===== config.mk =====
export PLATFORM = sky130hd
export DESIGN_NAME = core_sequencer
export DESIGN_NICKNAME = d
export VERILOG_FILES = /design/src/rtl/core_sequencer.sv
export SDC_FILE = /design/constraint.sdc
export NUM_CORES = 1
export LEC_CHECK = 0
export ABC_AREA = 1
export BUFFER_PORTS_ARGS = -buffer_cell sky130_fd_sc_hd__buf_2
export CAP_MARGIN = 20
export CORE_MARGIN = 4
export CORE_UTILIZATION = 40
export CTS_BUF_LIST = sky130_fd_sc_hd__clkbuf_8
export DETAILED_ROUTE_END_ITERATION = 6
export HOLD_SLACK_MARGIN = 0.05
export PLACE_DENSITY = 0.68
export SKIP_LAST_GASP = 1
export SLEW_MARGIN = 20
export SYNTH_ARGS = -nofsm -noshare
export SYNTH_HDL_FRONTEND = slang
export SYNTH_SLANG_ARGS = --single-unit

===== constraint.sdc =====
create_clock -name clk -period 1.39 [get_ports clk]
set_clock_uncertainty 0.15 [all_clocks]
set_input_delay 0 -clock clk [delete_from_list [all_inputs] [get_ports clk]]
set_output_delay 0 -clock clk [all_outputs]
set_load 0.02 [all_outputs]

===== src/rtl/core_sequencer.sv =====
// Multi-cycle core control sequencer: walks each instruction through
// fetch, decode, execute, optional memory access and optional write-back,
// and issues the per-cycle control strobes for the datapath. Strobes are
// decoded from the current state and the same-cycle handshake/flag inputs,
// because fetch capture, branch selection and memory completion must take
// effect in the cycle the ready/flag input is seen.
module core_sequencer (
    input  logic        clk,
    input  logic        rst_n,
    input  logic        start,
    input  logic        mem_read,
    input  logic        mem_write,
    input  logic        reg_write,
    input  logic        branch,
    input  logic        instr_zero,
    input  logic        alu_zero,
    output logic        imem_req,
    input  logic        imem_ready,
    output logic        dmem_req,
    output logic        dmem_we,
    input  logic        dmem_ready,
    output logic        ir_load,
    output logic        pc_write,
    output logic        pc_src,
    output logic        rf_we,
    output logic        wb_sel,
    output logic [2:0]  state,
    output logic        halted,
    output logic [31:0] instr_count
);

    typedef enum logic [2:0] {
        S_IDLE    = 3'd0,
        S_FETCH   = 3'd1,
        S_DECODE  = 3'd2,
        S_EXECUTE = 3'd3,
        S_MEM     = 3'd4,
        S_WB      = 3'd5,
        S_HALT    = 3'd6
    } state_t;

    state_t      state_r;
    state_t      state_nxt_s;
    logic [31:0] count_r;

    logic imem_req_s;
    logic dmem_req_s;
    logic dmem_we_s;
    logic ir_load_s;
    logic pc_write_s;
    logic pc_src_s;
    logic rf_we_s;
    logic wb_sel_s;
    logic halted_s;

    // State register; reset returns to IDLE and abandons any pending access.
    always_ff @(posedge clk or negedge rst_n) begin
        if (!rst_n) begin
            state_r <= S_IDLE;
        end else begin
            state_r <= state_nxt_s;
        end
    end

    // Retired-instruction counter: one step per PC update, wrapping naturally.
    always_ff @(posedge clk or negedge rst_n) begin
        if (!rst_n) begin
            count_r <= 32'd0;
        end else if (pc_write_s) begin
            count_r <= count_r + 32'd1;
        end else begin
            count_r <= count_r;
        end
    end

    // Next-state selection and per-state control strobes (all low unless named).
    always_comb begin
        state_nxt_s = state_r;
        imem_req_s  = 1'b0;
        dmem_req_s  = 1'b0;
        dmem_we_s   = 1'b0;
        ir_load_s   = 1'b0;
        pc_write_s  = 1'b0;
        pc_src_s    = 1'b0;
        rf_we_s     = 1'b0;
        wb_sel_s    = 1'b0;
        halted_s    = 1'b0;

        case (state_r)
            S_IDLE: begin
                if (start) begin
                    state_nxt_s = S_FETCH;
                end else begin
                    state_nxt_s = S_IDLE;
                end
            end
            S_FETCH: begin
                imem_req_s = 1'b1;
                if (imem_ready) begin
                    ir_load_s   = 1'b1;
                    state_nxt_s = S_DECODE;
                end else begin
                    state_nxt_s = S_FETCH;
                end
            end
            S_DECODE: begin
                if (instr_zero) begin
                    state_nxt_s = S_HALT;
                end else begin
                    state_nxt_s = S_EXECUTE;
                end
            end
            S_EXECUTE: begin
                if (mem_read || mem_write) begin
                    state_nxt_s = S_MEM;
                end else if (reg_write) begin
                    state_nxt_s = S_WB;
                end else begin
                    // Branches, NOPs and unknown opcodes retire here.
                    pc_write_s  = 1'b1;
                    pc_src_s    = branch & alu_zero;
                    state_nxt_s = S_FETCH;
                end
            end
            S_MEM: begin
                dmem_req_s = 1'b1;
                // A read wins when both access controls are set.
                dmem_we_s  = mem_write & ~mem_read;
                if (dmem_ready) begin
                    if (mem_read) begin
                        state_nxt_s = S_WB;
                    end else begin
                        pc_write_s  = 1'b1;
                        state_nxt_s = S_FETCH;
                    end
                end else begin
                    state_nxt_s = S_MEM;
                end
            end
            S_WB: begin
                rf_we_s     = 1'b1;
                wb_sel_s    = mem_read;
                pc_write_s  = 1'b1;
                state_nxt_s = S_FETCH;
            end
            S_HALT: begin
                halted_s    = 1'b1;
                state_nxt_s = S_HALT;
            end
            default: begin
                state_nxt_s = S_IDLE;
            end
        endcase
    end

    assign imem_req    = imem_req_s;
    assign dmem_req    = dmem_req_s;
    assign dmem_we     = dmem_we_s;
    assign ir_load     = ir_load_s;
    assign pc_write    = pc_write_s;
    assign pc_src      = pc_src_s;
    assign rf_we       = rf_we_s;
    assign wb_sel      = wb_sel_s;
    assign halted      = halted_s;
    assign state       = state_r;
    assign instr_count = count_r;

endmodule


# Word level (Yosys, flattened, before mapping)
# Index checks and enable logic that the tools add are counted.
# Widths: inputs -> output; s select.
# classes
n_addsub	1
eq_ne	6
n_mux	24
n_bitwise	3
reduce_logical	2
# op_table
cell	n
$add 32x1->32 const B	1
$pmux 3 s7	1
$mux 1	16
$mux 3	5
$eq 3x3->1 const B	3
$eq 3x2->1 const B	2
$eq 3x1->1 const B	1
$logic_not 3->1	1
$pmux 1 s3	1
$and 1x1->1	2
$mux 2	1
$logic_or 1x1->1	1
$not 1->1	1
# totals
regBits	35
in_bits	11

# Depth between registers and ports, before layout
# logic_depth
word_depth	4
mapped_depth	8
depth_no_buf	8

# Worst setup path after synthesis
# Ideal clock, no wire load.
# synth_timing
path_type	register to output
from	reg state_r[1] (netlist: state[1])
to	out dmem_we
arrival_time_ps	1644
required_time_ps	1240
slack_ps	-404
stages_incl_launch_ff	6
n_path_buf	0
cell_sequence	dfrtp_1 nor2_1 inv_1 nor2_1 inv_1 nor3_1
# synth_via
elab_chain_len	2
# synth_lines
element	line_no	text
from (decl)	42	state_t state_r;
from (signal assigned)	61	state_r <= state_nxt_s;
$eq 3x3->1	89	case (state_r)
$mux 1	89	
to (decl)	20	output logic dmem_we,
# Every way passes these cells.

# Final worst setup path
# layout_timing
from	reg state_r[0] (netlist: state[0])
to	out dmem_we
# Same word-level chain as after synthesis.

==> insert_results.sql <==
INSERT INTO impl_metrics (metric_group, metric, value, unit) VALUES
('logic_synthesis', 'synthesis.area_per_instance', '7.18', 'um^2'),
('run_status', 'violations', 'negative setup slack', ''),
('die', 'total_die_area', '6530', 'um^2'),
('power', 'static-leakage-power', '1.89', 'nW'),
('logic_synthesis', 'syn-num-nets', '307', ''),
('min_path', 'holdCritPathClass', 'in2out', ''),
('sta', 'slew-limit-headroom', '74.4', '%'),
('logic_synthesis', 'post_synth_instance_area', '2120', 'um^2'),
('logic_synthesis', 'yosys_most_used_dff', 'sky130_fd_sc_hd__dfrtp_1', ''),
('clock_tree', 'cts.htree.levels', '2', ''),
('logic_synthesis', 'cell_count_after_synthesis', '295', ''),
('drt', 'vias', '2478', ''),
('logic_synthesis', 'cell_types_with_the_largest_area_share_after_synthesis', 'sky130_fd_sc_hd__dfrtp_1, sky130_fd_sc_hd__nand2_1, sky130_fd_sc_hd__inv_1', ''),
('drt', 'post_drt_via_cell_ratio', '4.91', ''),
('logic_synthesis', 'synth_seq_cells', '35', ''),
('die', 'placementRows', '26', ''),
('sta', 'tightestPinTransition', '382', 'ps'),
('logic_synthesis', 'yosysMostFrequentCell', 'sky130_fd_sc_hd__nand2_1', ''),
('drt', 'drt_first_iter_violations', '159', ''),
('run_status', 'result_of_the_run', 'finished with violations', ''),
('worst_setup_path', 'critPathCaptureType', 'output port', ''),
('worst_setup_path', 'setup.worst_path.start_class', 'flip-flop', ''),
('sta', 'final_max_slew_viol_count', '0', ''),
('logic_synthesis', 'postSynth.asyncResetShare', '100', '%'),
('global_route', 'track_usage', '21.9', '%'),
('sta', 'report.final.setup_viol', '42', ''),
('die', 'die_h', '80.8', 'um'),
('global_route', 'grt_overflow_total', '0', ''),
('logic_synthesis', 'synth_enable_flop_cells', '0', ''),
('logic_synthesis', 'post_synthesis_cell_type_count', '24', ''),
('worst_setup_path', 'required', '1240', 'ps'),
('clock_tree', 'numCtsBuffers', '5', ''),
('global_route', 'number_of_global_route_vias_before_repair', '2498', ''),
('die', 'floorplan.die.width', '80.8', 'um'),
('placement', 'buffer_ports.inserted', '54', ''),
('sta', 'layout_setup_ws', '-237', 'ps'),
('logic_synthesis', 'synthesis.yosys.warnings', '0', ''),
('cells_and_area', 'num-nets-final', '446', ''),
('placement', 'pre_cts_ws', '-151', 'ps'),
('cells_and_area', 'share_of_cells_above_drive_strength_1', '50.1', '%'),
('drt', 'drcViolationCount', '0', ''),
('power', 'power_per_cell_area', '1630', 'nW/um^2'),
('sta', 'final_min_period_over_clock_period', '117', '%'),
('flow_run', 'cap_violations', '0', ''),
('cells_and_area', 'finalCoreUtilization', '70.9', '%'),
('sta', 'highest_clock_frequency_the_design_can_meet', '615', 'MHz'),
('worst_setup_path', 'crit_type', 'reg2out', ''),
('die', 'initial_core_util', '41.5', '%'),
('clock_tree', 'cts.sink_count', '35', ''),
('sta', 'setup_repair_after_global_routing_missed_its_margin', 'true', ''),
('cells_and_area', 'num_antenna_cells', '0', ''),
('logic_synthesis', 'synth.top_cells.by_count', 'sky130_fd_sc_hd__nand2_1, sky130_fd_sc_hd__inv_1, sky130_fd_sc_hd__dfrtp_1, sky130_fd_sc_hd__nor2_1, sky130_fd_sc_hd__nand3_1', ''),
('logic_synthesis', 'netlist.area_leader.share', '41.3', '%'),
('global_route', 'pin_count_of_the_biggest_net_entering_global_routing', '19', ''),
('global_route', 'grt_pass1_wl', '11.2', 'mm'),
('drt', 'route.antenna.remaining_nets', '0', ''),
('sta', 'timing.final.hold_violations', '0', ''),
('drt', 'drt-pass1-iter-count', '4', ''),
('logic_synthesis', 'synth_top_area_cell', 'sky130_fd_sc_hd__dfrtp_1', ''),
('power', 'ir_drop', '1.22', 'mV'),
('clock_tree', 'clkTransAtPathRegs', '70', 'ps'),
('clock_tree', 'tritoncts', 'done', ''),
('die', 'core_area', '5110', 'um^2'),
('global_route', 'grt_antenna_before_repair', '0', ''),
('cells_and_area', 'area_growth', '70.8', '%'),
('placement', 'place.detailed.hpwl', '4.38', 'mm'),
('logic_synthesis', 'synth_sequential_area_ratio', '41.3', '%'),
('drt', 'routed_wl', '6.93', 'mm'),
('placement', 'routabilityCongestion', '0.891', ''),
('worst_setup_path', 'critical_path.max_fanout', '4', ''),
('worst_setup_path', 'worst_path_arrival_time', '1480', 'ps'),
('drt', 'post_drt_wl_per_cell', '13.7', 'um'),
('clock_tree', 'ctsLongestPathBuffers', '2', ''),
('placement', 'placed_cells_incl_taps', '469', ''),
('cells_and_area', 'final_cells', '505', ''),
('clock_tree', 'worst_skew_pair.late_latency', '290', 'ps'),
('clock_tree', 'clk_root_buffer_cell', 'sky130_fd_sc_hd__clkbuf_8', ''),
('sta', 'finalSetupTns', '-6430', 'ps'),
('die', 'ports', '55', ''),
('sta', 'fin_crit', '1630', 'ps');
## logic make-up (layout without fill, tap and decap cells)
logic type / count (synthesis) / count (layout) / share of synthesized area [%]
flops: 35 / 35 / 41.3
buf+inv: 56 / 196 / 11.5
compound gates: 6 / 6 / 1.89
simple gates: 181 / 181 / 38.1
fa+ha+maj: 1 / 1 / 0.590
xor+xnor: 16 / 16 / 6.61
## state kept, by name, summed over array words and instances (netlist names)
register / count
instr_count: 32
state: 3
## area by class of cell
class | instances | area (um^2)
fillers | 412 | 1490
repair buffers | 137 | 1050
clock buffers | 6 | 82.6
multi-input cells | 204 | 1300
well taps | 70 | 87.6
inverters | 51 | 191
flip-flops and latches | 35 | 900
clock inverters | 2 | 8.76
## repair_timing
| action | CTS | global route |
|---|---|---|
| hold buffers | 9 | 0 |
| endpoints found under the setup margin | 42 | 61 |
| buffers inserted | 10 | 11 |
| gates cloned | 3 | 0 |
| pin swaps | 15 | 23 |
| endpoints found under the hold margin | 38 | 0 |
| gates resized for setup | 42 | 37 |
## critical path, stage by stage (launching register included)
cell                      delay [ps]
sky130_fd_sc_hd__dfrtp_2         450
sky130_fd_sc_hd__nor2_4          140
sky130_fd_sc_hd__buf_6           110
sky130_fd_sc_hd__inv_2            30
sky130_fd_sc_hd__nor2_4           80
sky130_fd_sc_hd__inv_2            50
sky130_fd_sc_hd__nor3_2          160
sky130_fd_sc_hd__buf_4           170
## placed cells by master (no fill, tap or decap), drive strengths merged, types with 2 or more instances in the layout
master         n
dfrtp         35
clkbuf         7
inv           52
nor2          40
nand2         92
nor3           6
a31oi          2
dlygate4sd3    9
xor2          16
o21ai          2
nand4         13
buf          127
nand3b         4
nand3         23
## layer usage
metal | vias up | GRT usage [%] | wire length [um]
met5 | - | 0 | 0
met4 | 0 | 9.63 | 142
li1 | 1197 | - | -
met1 | 1197 | 26.7 | 2790
met2 | 70 | 38.2 | 3640
met3 | 14 | 3.22 | 358
## per-stage QoR
stage	hold WS (ps)	area [um^2]	total power (W)
final	140	3620	0.00592
after global routing	154	3620	0.00630
after CTS	145	3510	0.00566
after detailed placement	-183	3050	0.00432
after global placement	-189	3050	0.00427
after floorplan	-446	2300	0.00324
## worst paths after layout
check,from,slack (ps),cells past startpoint,end
max,state[0],-240,7,dmem_we
min,mem_read,140,3,dmem_we
max reg2reg,state[0],-230,8,instr_count[6]
min reg2reg,instr_count[31],380,2,instr_count[31]
max in group asynchronous,rst_n,160,4,instr_count[24]
min in group asynchronous,rst_n,530,3,instr_count[25]
## report_power, final
group          internal [W]  total [W]  switching, W
registers           0.00130    0.00158      0.000281
clock network      0.000393   0.000761      0.000369
logic               0.00161    0.00358       0.00197
No activity file was read; power rests on OpenSTA's default activity.
